## config.mk

```make
export PLATFORM = sky130hd
export DESIGN_NAME = eth_frame_tx_flat
export DESIGN_NICKNAME = d
export VERILOG_FILES = /design/src/rtl/eth_pkg.sv /design/src/rtl/eth_frame_tx_if.sv /design/src/rtl/eth_lrc_acc.sv /design/src/rtl/eth_frame_tx.sv /design/src/flat_wrapper.sv
export SDC_FILE = /design/constraint.sdc
export NUM_CORES = 1
export LEC_CHECK = 0
export BUFFER_PORTS_ARGS = -buffer_cell sky130_fd_sc_hd__buf_2
export CAP_MARGIN = 30
export CORE_MARGIN = 10
export CORE_UTILIZATION = 45
export CTS_CLUSTER_SIZE = 12
export DETAILED_ROUTE_END_ITERATION = 16
export PLACE_DENSITY = 0.67
export SYNTH_ARGS = -nofsm -noshare
export SYNTH_HDL_FRONTEND = slang
export SYNTH_SLANG_ARGS = --single-unit
```

## constraint.sdc

```tcl
create_clock -name clk -period 13.8 [get_ports clk]
set_input_delay 2.76 -clock clk [delete_from_list [all_inputs] [get_ports clk]]
set_output_delay 2.76 -clock clk [all_outputs]
set_load 0.01 [all_outputs]
```

## src/rtl/eth_pkg.sv

```systemverilog
// rtl/eth_pkg.sv - shared octet constants and helpers for the Ethernet-style frame path
// Purpose : constants, error codes and LRC/MAC helpers shared by the transmit and receive ends.
// Ports   : none (package).
package eth_pkg;

  localparam logic [7:0] PREAMBLE_OCTET = 8'hAA;
  localparam logic [7:0] SFD_OCTET      = 8'hAB;
  localparam int         MAC_LENGTH     = 6;
  localparam int         PL_LEN_LENGTH  = 2;
  localparam int         FCS_LENGTH     = 4;

  typedef enum logic [1:0] {
    ERR_NONE     = 2'b00,
    ERR_UNDERRUN = 2'b01,
    ERR_ZERO_LEN = 2'b10
  } err_t;

  // Two's complement of the running LRC, so sum(frame) + fcs == 0 mod 256.
  function automatic logic [7:0] lrc_fcs(input logic [7:0] lrc);
    return (~lrc) + 8'd1;
  endfunction

  // Octet idx of a MAC address, idx 0 being the most significant octet.
  function automatic logic [7:0] mac_octet(input logic [47:0] mac, input logic [2:0] idx);
    case (idx)
      3'd0:    return mac[47:40];
      3'd1:    return mac[39:32];
      3'd2:    return mac[31:24];
      3'd3:    return mac[23:16];
      3'd4:    return mac[15:8];
      default: return mac[7:0];
    endcase
  endfunction

endpackage

```

## src/rtl/eth_frame_tx_if.sv

```systemverilog
// rtl/eth_frame_tx_if.sv - request, payload and line signals of the frame transmitter
// Purpose : bundles the request handshake, payload stream and line outputs.
// Ports   : master = request/payload source and line sink; slave = eth_frame_tx.
interface eth_frame_tx_if;
  logic        req_vld;
  logic        req_rdy;
  logic [47:0] req_dst_mac;
  logic [15:0] req_len;
  logic [7:0]  pl_data;
  logic        pl_vld;
  logic        pl_rdy;
  logic [7:0]  tx_data;
  logic        tx_start;
  logic        tx_busy;
  logic        done;
  logic [1:0]  err;

  modport master (
    output req_vld, req_dst_mac, req_len, pl_data, pl_vld,
    input  req_rdy, pl_rdy, tx_data, tx_start, tx_busy, done, err
  );

  modport slave (
    input  req_vld, req_dst_mac, req_len, pl_data, pl_vld,
    output req_rdy, pl_rdy, tx_data, tx_start, tx_busy, done, err
  );
endinterface

```

## src/rtl/eth_lrc_acc.sv

```systemverilog
// rtl/eth_lrc_acc.sv - 8-bit longitudinal redundancy check accumulator
// Purpose : running mod-256 sum of octets and the matching FCS octet.
// Ports   : clk, rst (async active-low), i_clear, i_add_en, i_octet -> o_sum, o_fcs.
module eth_lrc_acc
  import eth_pkg::*;
(
  input  logic       clk,
  input  logic       rst,
  input  logic       i_clear,
  input  logic       i_add_en,
  input  logic [7:0] i_octet,
  output logic [7:0] o_sum,
  output logic [7:0] o_fcs
);

  logic [7:0] r_sum;

  always_ff @(posedge clk or negedge rst) begin
    if (!rst) begin
      r_sum <= '0;
    end else if (i_clear) begin
      r_sum <= '0;
    end else if (i_add_en) begin
      r_sum <= r_sum + i_octet;
    end
  end

  assign o_sum = r_sum;
  assign o_fcs = lrc_fcs(r_sum);

endmodule

```

## src/rtl/eth_frame_tx.sv

```systemverilog
// rtl/eth_frame_tx.sv - serialises one Ethernet-style frame per request onto an octet bus
// Purpose : preamble, SFD, dst MAC, src MAC, length, payload, 4 x LRC FCS, then IFG.
// Ports   : clk, rst (async active-low), bus (eth_frame_tx_if.slave: request, payload, line).
module eth_frame_tx
  import eth_pkg::*;
#(
  parameter logic [47:0] SRC_MAC_ADDR = 48'h00_0a_95_9d_68_17,
  parameter int          PREAMBLE_LEN = 7,
  parameter int          IFG_CYCLES   = 4
) (
  input  logic         clk,
  input  logic         rst,
  eth_frame_tx_if.slave bus
);

  typedef enum logic [3:0] {
    S_IDLE, S_PREAMBLE, S_SFD, S_MACDST, S_MACSRC, S_LEN, S_PL, S_FCS, S_IFG
  } state_t;

  state_t      r_state, w_next_state;
  logic [15:0] r_cnt, w_next_cnt, w_state_len;
  logic [47:0] r_dst;
  logic [15:0] r_len;
  logic        r_underrun, r_req_rdy;
  logic [7:0]  r_tx_data, w_nxt_octet;
  logic        r_tx_start, r_tx_busy, r_done;
  err_t        r_err;
  logic        w_req_fire, w_zero_req, w_last, w_frame_end, w_lrc_add;
  logic [7:0]  w_lrc_sum, w_lrc_fcs;

  assign w_req_fire  = r_req_rdy && bus.req_vld;
  assign w_zero_req  = w_req_fire && (bus.req_len == 16'd0);
  assign w_frame_end = (r_state == S_FCS) && (w_next_state == S_IFG);

  always_comb begin
    w_state_len = 16'd1;
    case (r_state)
      S_PREAMBLE: w_state_len = 16'(PREAMBLE_LEN);
      S_MACDST:   w_state_len = 16'(MAC_LENGTH);
      S_MACSRC:   w_state_len = 16'(MAC_LENGTH);
      S_LEN:      w_state_len = 16'(PL_LEN_LENGTH);
      S_PL:       w_state_len = r_len;
      S_FCS:      w_state_len = 16'(FCS_LENGTH);
      S_IFG:      w_state_len = 16'(IFG_CYCLES);
      default:    w_state_len = 16'd1;
    endcase
  end

  assign w_last = (r_cnt == w_state_len - 16'd1);

  // State register
  always_ff @(posedge clk or negedge rst) begin
    if (!rst) begin
      r_state <= S_IDLE;
      r_cnt   <= '0;
    end else begin
      r_state <= w_next_state;
      r_cnt   <= w_next_cnt;
    end
  end

  // Next-state logic
  always_comb begin
    w_next_state = r_state;
    case (r_state)
      S_IDLE:     if (w_req_fire && !w_zero_req) w_next_state = S_PREAMBLE;
      S_PREAMBLE: if (w_last) w_next_state = S_SFD;
      S_SFD:      if (w_last) w_next_state = S_MACDST;
      S_MACDST:   if (w_last) w_next_state = S_MACSRC;
      S_MACSRC:   if (w_last) w_next_state = S_LEN;
      S_LEN:      if (w_last) w_next_state = S_PL;
      S_PL:       if (w_last) w_next_state = S_FCS;
      S_FCS:      if (w_last) w_next_state = S_IFG;
      S_IFG:      if (w_last) w_next_state = S_IDLE;
      default:    w_next_state = S_IDLE;
    endcase
    w_next_cnt = ((w_next_state != r_state) || (w_next_state == S_IDLE)) ? 16'd0 : r_cnt + 16'd1;
  end

  // Output logic: the octet for the next line cycle is chosen here and registered,
  // so pl_rdy is simply "next line octet is payload".
  always_comb begin
    bus.pl_rdy  = (w_next_state == S_PL);
    w_lrc_add   = 1'b0;
    w_nxt_octet = 8'h00;
    case (w_next_state)
      S_PREAMBLE: w_nxt_octet = PREAMBLE_OCTET;
      S_SFD:      w_nxt_octet = SFD_OCTET;
      S_MACDST: begin
        w_nxt_octet = mac_octet(r_dst, w_next_cnt[2:0]);
        w_lrc_add   = 1'b1;
      end
      S_MACSRC: begin
        w_nxt_octet = mac_octet(SRC_MAC_ADDR, w_next_cnt[2:0]);
        w_lrc_add   = 1'b1;
      end
      S_LEN: begin
        w_nxt_octet = (w_next_cnt == 16'd0) ? r_len[15:8] : r_len[7:0];
        w_lrc_add   = 1'b1;
      end
      S_PL: begin
        w_nxt_octet = bus.pl_vld ? bus.pl_data : 8'h00;
        w_lrc_add   = 1'b1;
      end
      // ~((~sum)+1) == sum-1: the poisoned FCS after an underrun.
      S_FCS:      w_nxt_octet = r_underrun ? (w_lrc_sum - 8'd1) : w_lrc_fcs;
      default:    w_nxt_octet = 8'h00;
    endcase
  end

  always_ff @(posedge clk or negedge rst) begin
    if (!rst) begin
      r_tx_data  <= '0;
      r_tx_start <= 1'b0;
      r_tx_busy  <= 1'b0;
      r_done     <= 1'b0;
      r_err      <= ERR_NONE;
      r_req_rdy  <= 1'b0;
      r_dst      <= '0;
      r_len      <= '0;
      r_underrun <= 1'b0;
    end else begin
      r_tx_data  <= w_nxt_octet;
      r_tx_start <= w_req_fire && !w_zero_req;
      r_tx_busy  <= (w_next_state != S_IDLE);
      r_req_rdy  <= (w_next_state == S_IDLE);
      r_done     <= w_zero_req || w_frame_end;
      r_err      <= w_zero_req ? ERR_ZERO_LEN :
                    (w_frame_end && r_underrun) ? ERR_UNDERRUN : ERR_NONE;
      if (w_req_fire && !w_zero_req) begin
        r_dst      <= bus.req_dst_mac;
        r_len      <= bus.req_len;
        r_underrun <= 1'b0;
      end else if (bus.pl_rdy && !bus.pl_vld) begin
        r_underrun <= 1'b1;
      end
    end
  end

  eth_lrc_acc u_lrc (
    .clk      (clk),
    .rst      (rst),
    .i_clear  (r_state == S_IDLE),
    .i_add_en (w_lrc_add),
    .i_octet  (w_nxt_octet),
    .o_sum    (w_lrc_sum),
    .o_fcs    (w_lrc_fcs)
  );

  assign bus.req_rdy  = r_req_rdy;
  assign bus.tx_data  = r_tx_data;
  assign bus.tx_start = r_tx_start;
  assign bus.tx_busy  = r_tx_busy;
  assign bus.done     = r_done;
  assign bus.err      = r_err;

endmodule
```

## src/flat_wrapper.sv

```systemverilog
// flat-port wrapper written by rule: the top's interface ports become plain ports
module eth_frame_tx_flat import eth_pkg::*;
#(
  parameter logic [47:0] SRC_MAC_ADDR = 48'h00_0a_95_9d_68_17,
  parameter int          PREAMBLE_LEN = 7,
  parameter int          IFG_CYCLES   = 4
)
  (clk, rst, bus_req_vld, bus_req_dst_mac, bus_req_len, bus_pl_data, bus_pl_vld, bus_req_rdy, bus_pl_rdy, bus_tx_data, bus_tx_start, bus_tx_busy, bus_done, bus_err);
  eth_frame_tx_if bus_i ();
  input  logic clk;
  input  logic rst;
  input wire logic [$bits(bus_i.req_vld)-1:0] bus_req_vld;
  input wire logic [$bits(bus_i.req_dst_mac)-1:0] bus_req_dst_mac;
  input wire logic [$bits(bus_i.req_len)-1:0] bus_req_len;
  input wire logic [$bits(bus_i.pl_data)-1:0] bus_pl_data;
  input wire logic [$bits(bus_i.pl_vld)-1:0] bus_pl_vld;
  output wire logic [$bits(bus_i.req_rdy)-1:0] bus_req_rdy;
  output wire logic [$bits(bus_i.pl_rdy)-1:0] bus_pl_rdy;
  output wire logic [$bits(bus_i.tx_data)-1:0] bus_tx_data;
  output wire logic [$bits(bus_i.tx_start)-1:0] bus_tx_start;
  output wire logic [$bits(bus_i.tx_busy)-1:0] bus_tx_busy;
  output wire logic [$bits(bus_i.done)-1:0] bus_done;
  output wire logic [$bits(bus_i.err)-1:0] bus_err;
  assign bus_i.req_vld = bus_req_vld;
  assign bus_i.req_dst_mac = bus_req_dst_mac;
  assign bus_i.req_len = bus_req_len;
  assign bus_i.pl_data = bus_pl_data;
  assign bus_i.pl_vld = bus_pl_vld;
  assign bus_req_rdy = bus_i.req_rdy;
  assign bus_pl_rdy = bus_i.pl_rdy;
  assign bus_tx_data = bus_i.tx_data;
  assign bus_tx_start = bus_i.tx_start;
  assign bus_tx_busy = bus_i.tx_busy;
  assign bus_done = bus_i.done;
  assign bus_err = bus_i.err;
  eth_frame_tx #(.SRC_MAC_ADDR(SRC_MAC_ADDR), .PREAMBLE_LEN(PREAMBLE_LEN), .IFG_CYCLES(IFG_CYCLES)) u_core (.clk(clk), .rst(rst), .bus(bus_i));
endmodule
```

==> key figures <==
Run status
  • Outcome: completed

Timing
  • Final setup skew: 14.58 ps
  • RSZ-0062 raised after global routing: false
  • Final setup vio count: 0
  • Hold Vio Cnt, Final: 0
  • Final Cycle Share: 0.4904
  • Relative slew margins: 0.3721
  • Fin crit period: 6767 ps
  • Max-slew violation count: 0
  • Fmax: 147.8 MHz
  • Setup tns final: 0 ps
  • Slew @ Worst Pin: 933.2 ps

Layout
  • Final Util: 0.5114
  • Layout area overhead: 11.78%
  • Commonest cells after routing, fill and taps aside: dfrtp_1, buf_2, mux2_2, nor2_1, nand2_1
  • Fin nets: 872
  • Layout cells sized above 1: 0.2646
  • Most common cell after layout, fill and taps aside: dfrtp_1
  • Ant. Diodes: 0

Pwr
  • Internal power: 1.156 mW
  • Sw frac: 0.4609
  • Sequential Power Share: 0.289
  • Psw: a little under 1 mW
  • IR drop worst, VDD: 0.0001707 V
  • Clock power frac: 0.132
  • Tot Pwr: 2.145 mW
  • Logic pwr share: 0.579
  • Leak: ~3.3 nW
  • PwrDens: 275.9 mW/mm^2

Worst hold path
  • Hold wc startpoint: u_core.r_dst[38]$_DFFE_PN0P_
  • Hold path cells: 1
  • Worst min path class: flop to flop
  • Hold EP: u_core.r_dst[38]$_DFFE_PN0P_

Synthesis
  • Top_reg_cell synth: dfrtp_1
  • FF+latch count, synth: 107
  • Post-synth ARST share: 1.000
  • Synth Cell Area: 0.006955 sq mm
  • Sequential cell area fraction in the yosys report: 0.3850
  • Post-Syn Area per Cell: 9.502 sq um
  • Mapped Cells: 732
  • YS warnings: 0
  • Post-synth EDFFs: 0
  • Net Count, Synth: between 800 and 900
  • Count of different cell masters after synthesis: 86

Place
  • GP Congestion: 0.9207
  • Post-DP HPWL: 13,890 microns
  • # port buffers: 90

Die
  • Die W: 144.3 microns
  • CORE AREA: 0.01520 sq mm
  • Ports: 91
  • Starting Density: 0.4575
  • Die height: 144.3 microns
  • Core Rows: 45
  • Full die area: 0.02083 sq mm

CTS
  • Inserted Clock Buffers: 9
  • Root Buffer: clkbuf_16
  • Worst-path clk slew: 80 ps
  • Clk_lat worst skew: 370 ps
  • H-tree depth: 3
  • Clock sinks: 107
  • Resized cells post-CTS: 0
  • Clock Tree Buf Depth: 2
  • Post-CTS setup buffers: 0
  • Hold_buf cts: 0
  • CTS tree: yes

Global route
  • Initial antenna violation count: 0
  • Largest net degree at the start of global routing: 79
  • GRT Total Usage: 0.1846
  • Vias in the first global route: 5,931
  • Remaining Overflow, GRT: 0
  • First-pass GRT wire length: 30,650 microns

Worst setup path
  • Reg-to-reg endpoint: u_core.u_lrc.o_sum[7]$_DFFE_PN0P_
  • Required time worst endpoint: around 11,000 ps
  • Worst-path fanout max: 20
  • Nature of the critical path endpoint: output pin
  • Worst setup path category: flop to output pin
  • CP startpoint kind: flop
  • Worst reg2reg path depth: 24
  • Flop-to-flop setup slack: 7280 ps
  • RR Startpoint: u_core.r_state[2]$_DFF_PN0_
  • Critical path arrival: 4010 ps

Job
  • Max-cap violations: 0

Route
  • Vias per std cell: between 5 and 6
  • Antenna Nets Post-Route: 0
  • Met3 WL post-DR: 1195 microns
  • M1 WL: roughly 8400 microns
  • Residual DRC: 0
  • First drt pass iteration count: 5
  • Highest routed layer: met4
  • Routed WL per cell: between 15 and 20 microns
  • Met2 Routed Length: between 8000 and 9000 microns
  • DRT iter0 DRCs: 456
  • Via count: 5,861
  • Drt total wl: 18,790 microns
## worst max-delay path: stages, from the launching register on
cell	delay, ps
dfrtp_1	790
nor3b_1	450
nor2_1	120
nand2_1	100
ha_1	330
and3_1	350
mux2_2	370
a211o_1	240
o211ai_1	270
nor3_1	130
or2_2	340
buf_2	150
## worst max path at each step
| stage | endpoint | slack, ps | start | cells after the start |
|---|---|---|---|---|
| after floorplan | u_core.u_lrc.o_sum[7]$_DFFE_PN0P_ | 7710 | bus_req_len[2] | 19 |
| after global placement | u_core.u_lrc.o_sum[7]$_DFFE_PN0P_ | 7340 | bus_req_len[10] | 19 |
| after detailed placement | u_core.u_lrc.o_sum[7]$_DFFE_PN0P_ | 7270 | bus_req_len[1] | 19 |
| after CTS | bus_pl_rdy | 7090 | u_core.r_state[2]$_DFF_PN0_ | 11 |
| after global routing | u_core.u_lrc.o_sum[7]$_DFFE_PN0P_ | 6770 | u_core.r_state[2]$_DFF_PN0_ | 24 |
| final | bus_pl_rdy | 7030 | u_core.r_state[2]$_DFF_PN0_ | 11 |
## final cells by class
cell class / instances / area [sq um]
sequential: 107 / 2678
inverter: 15 / 56.30
multi-input combinational: 554 / 3946
clock inverter: 7 / 101.3
clock buffer: 9 / 225.2
timing repair buffer: 98 / 533.0
tap: 188 / 235.2
fill: 1426 / 7427
## per-stage QoR
step	cells	hold slack (ps)	area (sq um)	worst slack (ps)
2_1_floorplan	732	472.3	6955	7713
3_3_place_gp	961	483.7	7421	7337
3_5_place_dp	961	489.9	7421	7268
4_1_cts	977	509.0	7747	7087
5_1_grt	978	522.6	7775	6768
6_report	978	507.5	7775	7033
## kinds of logic after synthesis
group           synth area share
compound gates            0.1518
fa+ha+maj                0.02087
mux                       0.1279
simple gates              0.1999
buf+inv                  0.04785
xor+xnor                 0.06674
flops                     0.3850
## power by group through the flow
| stage | Clock, mW | Sequential (mW) | Combinational, mW |
|---|---|---|---|
| 6_report | 0.283 | 0.619 | 1.24 |
| 5_1_grt | 0.301 | 0.640 | 1.38 |
| 4_1_cts | 0.290 | 0.616 | 1.24 |
| 3_5_place_dp | 0 | 0.621 | 1.23 |
| 3_3_place_gp | 0 | 0.614 | 1.21 |
| 2_1_floorplan | 0 | 0.530 | 1.03 |
## registers in the layout, indices dropped and copies added, names as in the netlist, 2 cells and up
signal,flops
u_core.r_len,16
u_core.u_lrc.o_sum,8
u_core.r_cnt,16
u_core.r_state,4
u_core.r_dst,48
u_core.bus.tx_data,8
u_core.bus.err,2
## synth_stat cells, drive strengths merged (9+ instances only)
cell / number / share of area
mux2i: 9 / 0.013
dfrtp: 107 / 0.38
nor3: 24 / 0.020
nor4: 13 / 0.014
nor2: 71 / 0.038
nand3: 24 / 0.018
nand2b: 9 / 0.0081
buf: 20 / 0.020
and3: 11 / 0.011
xor2: 28 / 0.035
xnor2: 25 / 0.031
nand4: 13 / 0.012
inv: 14 / 0.0076
nor2b: 9 / 0.0081
ha: 10 / 0.018
nand2: 52 / 0.028
o211ai: 9 / 0.0097
clkbuf: 36 / 0.019
a31oi: 10 / 0.011
mux2: 71 / 0.11
a21oi: 33 / 0.025
o21ai: 36 / 0.026
## layer usage
metal | vias up | GRT usage
met5 | - | 0
met4 | 0 | 0.07340
met3 | 34 | 0.04526
met2 | 193 | 0.2858
met1 | 2873 | 0.2424
li1 | 2761 | -
Power figures use the tool's default switching activity.
